===== src/rtl/xosera_bus_responder_pkg.sv =====
// Shared types and register-number constants for the Xosera host bus path.
package xosera_bus_responder_pkg;

  typedef enum logic [1:0] {
    IDLE     = 2'd0,
    STROBE   = 2'd1,
    WAIT_REL = 2'd2
  } resp_state_t;

  localparam logic [3:0] XVID_AUX_ADDR = 4'h0;
  localparam logic [3:0] XVID_CONST    = 4'h1;
  localparam logic [3:0] XVID_RD_ADDR  = 4'h2;
  localparam logic [3:0] XVID_WR_ADDR  = 4'h3;
  localparam logic [3:0] XVID_DATA     = 4'h4;
  localparam logic [3:0] XVID_DATA_2   = 4'h5;
  localparam logic [3:0] XVID_AUX_DATA = 4'h6;
  localparam logic [3:0] XVID_COUNT    = 4'h7;

endpackage


===== src/rtl/xosera_bus_responder_sync.sv =====
// xv_sync_bit: SYNC_STAGES-deep synchroniser for an asynchronous pin; resets to 1.
module xv_sync_bit #(
  parameter int unsigned SYNC_STAGES = 2
) (
  input  logic clk,
  input  logic reset_i,
  input  logic d_i,
  output logic q_o
);

  logic [SYNC_STAGES-1:0] sync_q;
  logic [SYNC_STAGES-1:0] sync_d;

  always_comb begin
    sync_d = {sync_q[SYNC_STAGES-2:0], d_i};
  end

  always_ff @(posedge clk) begin
    if (reset_i) begin
      sync_q <= '1;
    end else begin
      sync_q <= sync_d;
    end
  end

  assign q_o = sync_q[SYNC_STAGES-1];

endmodule


===== src/rtl/xosera_bus_responder.sv =====
// Host 8-bit register bus target: CS sync, byte->word write assembly, byte reads.
// Optional macro XV_BUS_READ_LATCH_EN: snapshot the read word on a high-byte read.
module xosera_bus_responder
  import xosera_bus_responder_pkg::*;
#(
  parameter int unsigned SYNC_STAGES = 2
) (
  input  logic        clk,
  input  logic        reset_i,
  input  logic        bus_cs_n_i,
  input  logic        bus_rd_nwr_i,
  input  logic        bus_bytesel_i,
  input  logic [3:0]  bus_reg_num_i,
  input  logic [7:0]  bus_data_i,
  output logic [7:0]  bus_data_o,
  output logic        reg_wr_o,
  output logic        reg_rd_o,
  output logic [3:0]  reg_num_o,
  output logic [15:0] reg_wdata_o,
  input  logic [15:0] reg_rdata_i
);

  logic        cs_sync;
  resp_state_t state_q,   state_d;
  logic        rd_nwr_q,  rd_nwr_d;
  logic        bytesel_q, bytesel_d;
  logic [3:0]  reg_num_q, reg_num_d;
  logic [7:0]  data_q,    data_d;
  logic [7:0]  hi_byte_q, hi_byte_d;
  logic [15:0] rd_word_q, rd_word_d;

  xv_sync_bit #(
    .SYNC_STAGES(SYNC_STAGES)
  ) u_cs_sync (
    .clk    (clk),
    .reset_i(reset_i),
    .d_i    (bus_cs_n_i),
    .q_o    (cs_sync)
  );

  always_comb begin
    state_d   = state_q;
    rd_nwr_d  = rd_nwr_q;
    bytesel_d = bytesel_q;
    reg_num_d = reg_num_q;
    data_d    = data_q;
    hi_byte_d = hi_byte_q;
    rd_word_d = rd_word_q;
    unique case (state_q)
      IDLE: begin
        reg_num_d = bus_reg_num_i;
        if (!cs_sync) begin
          state_d   = STROBE;
          rd_nwr_d  = bus_rd_nwr_i;
          bytesel_d = bus_bytesel_i;
          data_d    = bus_data_i;
        end
      end
      STROBE: begin
        state_d = WAIT_REL;
        if (!rd_nwr_q && !bytesel_q) begin
          hi_byte_d = data_q;
        end
      end
      WAIT_REL: begin
        if (cs_sync) begin
          state_d = IDLE;
        end
      end
      default: state_d = IDLE;
    endcase
`ifdef XV_BUS_READ_LATCH_EN
    if (state_q == STROBE && rd_nwr_q && !bytesel_q) begin
      rd_word_d = reg_rdata_i;
    end
`else
    if (state_q == IDLE || state_q == STROBE) begin
      rd_word_d = reg_rdata_i;
    end
`endif
  end

  always_ff @(posedge clk) begin
    if (reset_i) begin
      state_q   <= IDLE;
      rd_nwr_q  <= 1'b0;
      bytesel_q <= 1'b0;
      reg_num_q <= '0;
      data_q    <= '0;
      hi_byte_q <= '0;
      rd_word_q <= '0;
    end else begin
      state_q   <= state_d;
      rd_nwr_q  <= rd_nwr_d;
      bytesel_q <= bytesel_d;
      reg_num_q <= reg_num_d;
      data_q    <= data_d;
      hi_byte_q <= hi_byte_d;
      rd_word_q <= rd_word_d;
    end
  end

  assign reg_wr_o    = (state_q == STROBE) && !rd_nwr_q && bytesel_q;
  assign reg_rd_o    = (state_q == STROBE) && rd_nwr_q && bytesel_q;
  assign reg_num_o   = reg_num_q;
  assign reg_wdata_o = {hi_byte_q, data_q};
  assign bus_data_o  = bytesel_q ? rd_word_q[7:0] : rd_word_q[15:8];

endmodule

===== config.mk =====
export PLATFORM = sky130hd
export DESIGN_NAME = xosera_bus_responder
export DESIGN_NICKNAME = d
export VERILOG_FILES = /design/src/rtl/xosera_bus_responder_pkg.sv /design/src/rtl/xosera_bus_responder_sync.sv /design/src/rtl/xosera_bus_responder.sv
export SDC_FILE = /design/constraint.sdc
export NUM_CORES = 1
export LEC_CHECK = 0
export ABC_AREA = 1
export CORE_UTILIZATION = 44
export DETAILED_ROUTE_END_ITERATION = 12
export PLACE_DENSITY = 0.8
export SLEW_MARGIN = 20
export SYNTH_ARGS = -nofsm -noshare
export SYNTH_HDL_FRONTEND = slang
export SYNTH_HIERARCHICAL = 1
export SYNTH_SLANG_ARGS = --single-unit

===== constraint.sdc =====
create_clock -name clk -period 1.4 [get_ports clk]
set_input_delay 0.21 -clock clk [delete_from_list [all_inputs] [get_ports clk]]
set_output_delay 0.21 -clock clk [all_outputs]
set_load 0.005 [all_outputs]

# [Word-level counts from Yosys, hierarchy flattened]
# Cells that the tools add are included.
[classes] add_sub_neg=0 n_mul=0 div=0 n_lt_le_gt_ge=0 n_eq_ne=4 n_shift=0 n_mux=4 bitwise=1 n_reduce_logical=12
[op_table] cell="$mux 8" n=1
[op_table] cell="$pmux 2 s3" n=1
[op_table] cell="$reduce_and 2->1" n=3
[op_table] cell="$logic_and 1x1->1" n=5
[op_table] cell="$mux 2" n=2
[op_table] cell="$eq 2x1->1 const B" n=1
[op_table] cell="$eq 2x2->1 const B" n=1
[op_table] cell="$logic_not 1->1" n=2
[op_table] cell="$logic_not 2->1" n=1
[op_table] cell="$ne 2x1->1 const B" n=1
[op_table] cell="$ne 2x2->1 const B" n=1
[op_table] cell="$logic_or 1x1->1" n=1
[op_table] cell="$not 1->1" n=1
[totals] register_bits=42 latchBits=0 ramBits=0 mem_bits_ro=0 input_bits=33 out_inout_bits=30 elab_cells=29 mem_count=0

# [Logic depth before layout (Yosys ltp)]
[logic_depth] ltp_word=3 ltp_mapped=6 mapped_depth_nobuf=5

# [Modules after synthesis]
# Netlist, hierarchy kept.
[by_module_without_submodules] mod="xosera_bus_responder" instances=1 cells_each=235 area_each_um2=1701.6 seq_area_each_um2=800.8
[by_module_without_submodules] mod="xv_sync_bit" instances=1 cells_each=7 area_each_um2=58.8 seq_area_each_um2=40.0

# [Worst setup path before layout]
# No wires, ideal clock.
[synth_timing] path_kind="reg2out" startpoint="reg state_q[0]" endpoint="out reg_rd_o" t_arrival_ns=0.880 t_required_ns=1.190 setup_slack_ns=0.310 stages_incl_launch_ff=6 path_cell_list="dfxtp_1 > inv_2 > nor2_8 > buf_6 > nand2_1 > nor2_1"
[synth_via] elab_chain_cells=3
[synth_rtl] element="from (decl)" line_no="xosera_bus_responder.sv:24" source="resp_state_t state_q, state_d;"
[synth_rtl] element="from (signal assigned)" line_no="xosera_bus_responder.sv:93" source="state_q <= state_d;"
[synth_rtl] element="$eq 2x1->1" line_no="xosera_bus_responder.sv:104" source="assign reg_rd_o = (state_q == STROBE) && rd_nwr_q && bytesel_q;"
[synth_rtl] element="$logic_and 1x1->1 (2 in a row)" line_no="xosera_bus_responder.sv:104"
[synth_rtl] element="to (decl)" line_no="xosera_bus_responder.sv:17" source="output logic reg_rd_o,"
# Every way passes these cells.

# [Final worst setup path]
[layout_timing] startpoint="reg bytesel_q" endpoint="out bus_data_o[1]"
[layout_via] elab_chain_cells=1
[layout_rtl] element="from (decl)" line_no="xosera_bus_responder.sv:26" source="logic bytesel_q, bytesel_d;"
[layout_rtl] element="from (signal assigned)" line_no="xosera_bus_responder.sv:95" source="bytesel_q <= bytesel_d;"
[layout_rtl] element="$mux 8" line_no="xosera_bus_responder.sv:107" source="assign bus_data_o = bytesel_q ? rd_word_q[7:0] : rd_word_q[15:8];"
[layout_rtl] element="to (decl)" line_no="xosera_bus_responder.sv:15" source="output logic [7:0] bus_data_o,"
# Every way passes these cells.

==> results.cfg <==
[status]
status = completed

[global_route]
grt_usage = 0.206
antenna_found_initial = 0
grt_pass1_vias = 1540
grt-ovfl-total = 0
grt_pass1_wl_um = 6690
grt_max_degree = 27

[clock_network]
cts.clk_slew.worst_paths_ns = 0.08
cts_max_level = 2
root_buffer = clkbuf_8
clock_latency_ns = 0.29
cts_buffers = 5
tritoncts = done
cts_buffer_depth = 2
cts_sinks = 42

[final_layout]
regArea_um2 = 857
final_cell_mix = nor2_1 (54), clkdlybuf4s50_1 (50), dfxtp_1 (31)
n_fill_cell = 323
multi_input_area_um2 = 714
area_delta_synth_final_pct = 45.2
n_antenna_cell = 0
design_area_um2 = 2560
fin_cells = 357
mostFrequentLayoutCell = nor2_1
nNetsFinal = 341
final_layout_size_suffix_gt1_frac = 0.142

[synth]
synthCells = 242
netlist_area_um2 = 1760
synth-xor-area-share = 0
synth_fa_ha_area_frac = 0
synth-seq-cells = 42
synthMuxAreaShare = 0
yosysWarnings = 6
synth_compound_area_frac = 0.128
yosys.area_share.simple = 0.271
synth_top_family_by_area = simple AND/OR/NAND/NOR gates
synth.net_count = 275
syn_avg_cell_area_um2 = 7.27
ys_types = 17
yosysSeqAreaShare = 0.478

[worst_hold_path]
min_path_cells = 2
hold_path.class = reg -> reg

[sta]
finalMaxSlewViolations = 0
fin_crit_sh = 0.966
timing.fmax_mhz = 739
setup_slack_ns = 0.0476
worst_slew_pin_slew_ns = 0.365
fin_crit_ns = 1.35
hold_viol_final = 0
clock_skew_ns = 0.00833
finalSetupViolCount = 0
relSlewSlack = 0.756

[detailed_routing]
drt_iter0_markers = 78
wire_per_inst_um = 11.3
vias = 1692
drt_wl_total_um = 4040
drc = 0
drt-vias-per-instance = 4.74
ant_nets = 0
first_pass_iters = 4

[placed_design]
port_buffers = 62
place_area_um2 = 2440
gp_routability_congestion = 0.767
placedCellCount = 347
dp_slack_ns = 0.00936
hpwl_um = 2840

[power]
max-vdd-ir-drop_v = 0.000613
p_per_area_nw_per_um2 = 1030
power.total_uw = 2630
p_leak_uw = 0.00115

[die]
rows = 22
core_um2 = 3740
start_util = 0.470
die_h_um = 65.3
die_width_um = 65.3
boundaryPins = 63
die-area_um2 = 4260

[critical_path]
rr_endpoint = data_q[2]$_SDFFE_PP0P_
endpoint_kind = output pin
worst-setup-path-type = reg -> out
arrival_ns = 1.14
r2r_slack_ns = 0.07
crit_path_cell_trace = buf_12 -> o21ai_1 -> clkdlybuf4s15_1
r2r_cells = 6
max_stage_delay_ns = 0.36
path_max_fanout = 16
crit_path_end = bus_data_o[1]
critPathRequiredTime_ns = 1.19
worst_path_max_delay_cell = dfxtp_4
startpoint = bytesel_q$_SDFFE_PP0P_
r2r_start = state_q[1]$_SDFFE_PP0P_
start_kind = flop

[flow_run]
drv_cap = 0
final cells by class:
| class | count | share of cell area |
|---|---|---|
| Multi-Input combinational cell | 154 | 0.279 |
| Sequential cell | 42 | 0.335 |
| Tap cell | 48 | 0.0235 |
| Clock inverter | 1 | 0.0117 |
| Timing Repair Buffer | 71 | 0.269 |
| Inverter | 34 | 0.0509 |
| Clock buffer | 7 | 0.0299 |
cell usage after synthesis:
cell,count,area share
buf_2,7,0.020
nor2_4,3,0.019
nand3_1,18,0.051
o21ai_1,28,0.080
a21oi_1,17,0.048
inv_2,3,0.0064
nand2_1,29,0.062
buf_4,2,0.0085
inv_1,30,0.064
nor3_1,2,0.0057
buf_6,3,0.019
nor2_8,1,0.011
nor2_1,54,0.12
nand2_4,1,0.0064
inv_4,1,0.0036
clkbuf_1,1,0.0021
dfxtp_1,42,0.48
flip-flops by register name (all words and copies together), names as in the netlist:
| register | flops |
|---|---|
| bytesel_q | 1 |
| rd_word_q | 16 |
| u_cs_sync/sync_q | 2 |
| data_q | 8 |
| rd_nwr_q | 1 |
| reg_num_o | 4 |
| state_q | 2 |
| hi_byte_q | 8 |
worst max-delay path, delay by kind of cell (launching register included):
family | cells | cell delay, ns
buffers and inverters | 2 | 0.36
DFF | 1 | 0.36
AOI/OAI and AO/OA | 1 | 0.14
routing by layer:
metal | routed length [µm] | global-route usage | part of all wire
met3 | 170 | 0.0590 | 0.042
met2 | 2080 | 0.380 | 0.51
met5 | 0 | 0 | 0
met1 | 1750 | 0.224 | 0.43
met4 | 48 | 0.0652 | 0.012
repair_timing:
item,CTS,global route
setup buffers,0,1
resized for setup,14,28
gates cloned,0,1
hold buffers,0,0
setup endpoints to repair,11,21
pin swaps,0,1
cell families (layout without fill, tap and decap cells):
kind of cell | Yosys count | in the layout
buffers and inverters | 47 | 113
flip-flops | 42 | 42
AND/OR/NAND/NOR | 108 | 109
AO/OA/AOI/OAI | 45 | 45
worst min-delay path by stage:
stage,from,end,slack [ns]
floorplan,reset_i,state_q[0]$_SDFFE_PP0P_,0.29
detailed placement,u_cs_sync/sync_q[0]$_SDFF_PP1_,u_cs_sync/sync_q[1]$_SDFF_PP1_,0.40
CTS,u_cs_sync/sync_q[0]$_SDFF_PP1_,u_cs_sync/sync_q[1]$_SDFF_PP1_,0.42
global placement,u_cs_sync/sync_q[0]$_SDFF_PP1_,u_cs_sync/sync_q[1]$_SDFF_PP1_,0.40
finish,u_cs_sync/sync_q[0]$_SDFF_PP1_,u_cs_sync/sync_q[1]$_SDFF_PP1_,0.42
global route,u_cs_sync/sync_q[0]$_SDFF_PP1_,u_cs_sync/sync_q[1]$_SDFF_PP1_,0.45
per-stage QoR:
step | TNS, ns | hold slack [ns] | utilization
2_1_floorplan | 0 | 0.287 | -
3_3_place_gp | 0 | 0.396 | 0.651
3_5_place_dp | 0 | 0.403 | 0.651
4_1_cts | 0 | 0.421 | 0.678
5_1_grt | -0.00825 | 0.455 | 0.683
6_report | 0 | 0.417 | 0.683
power breakdown:
group	switching (µW)	internal, µW	leakage (µW)
clock	382	534	0.0000524
combinational	184	230	0.000745
sequential	39.2	1260	0.000351
Note: power is estimated with default switching activity, not from simulation.
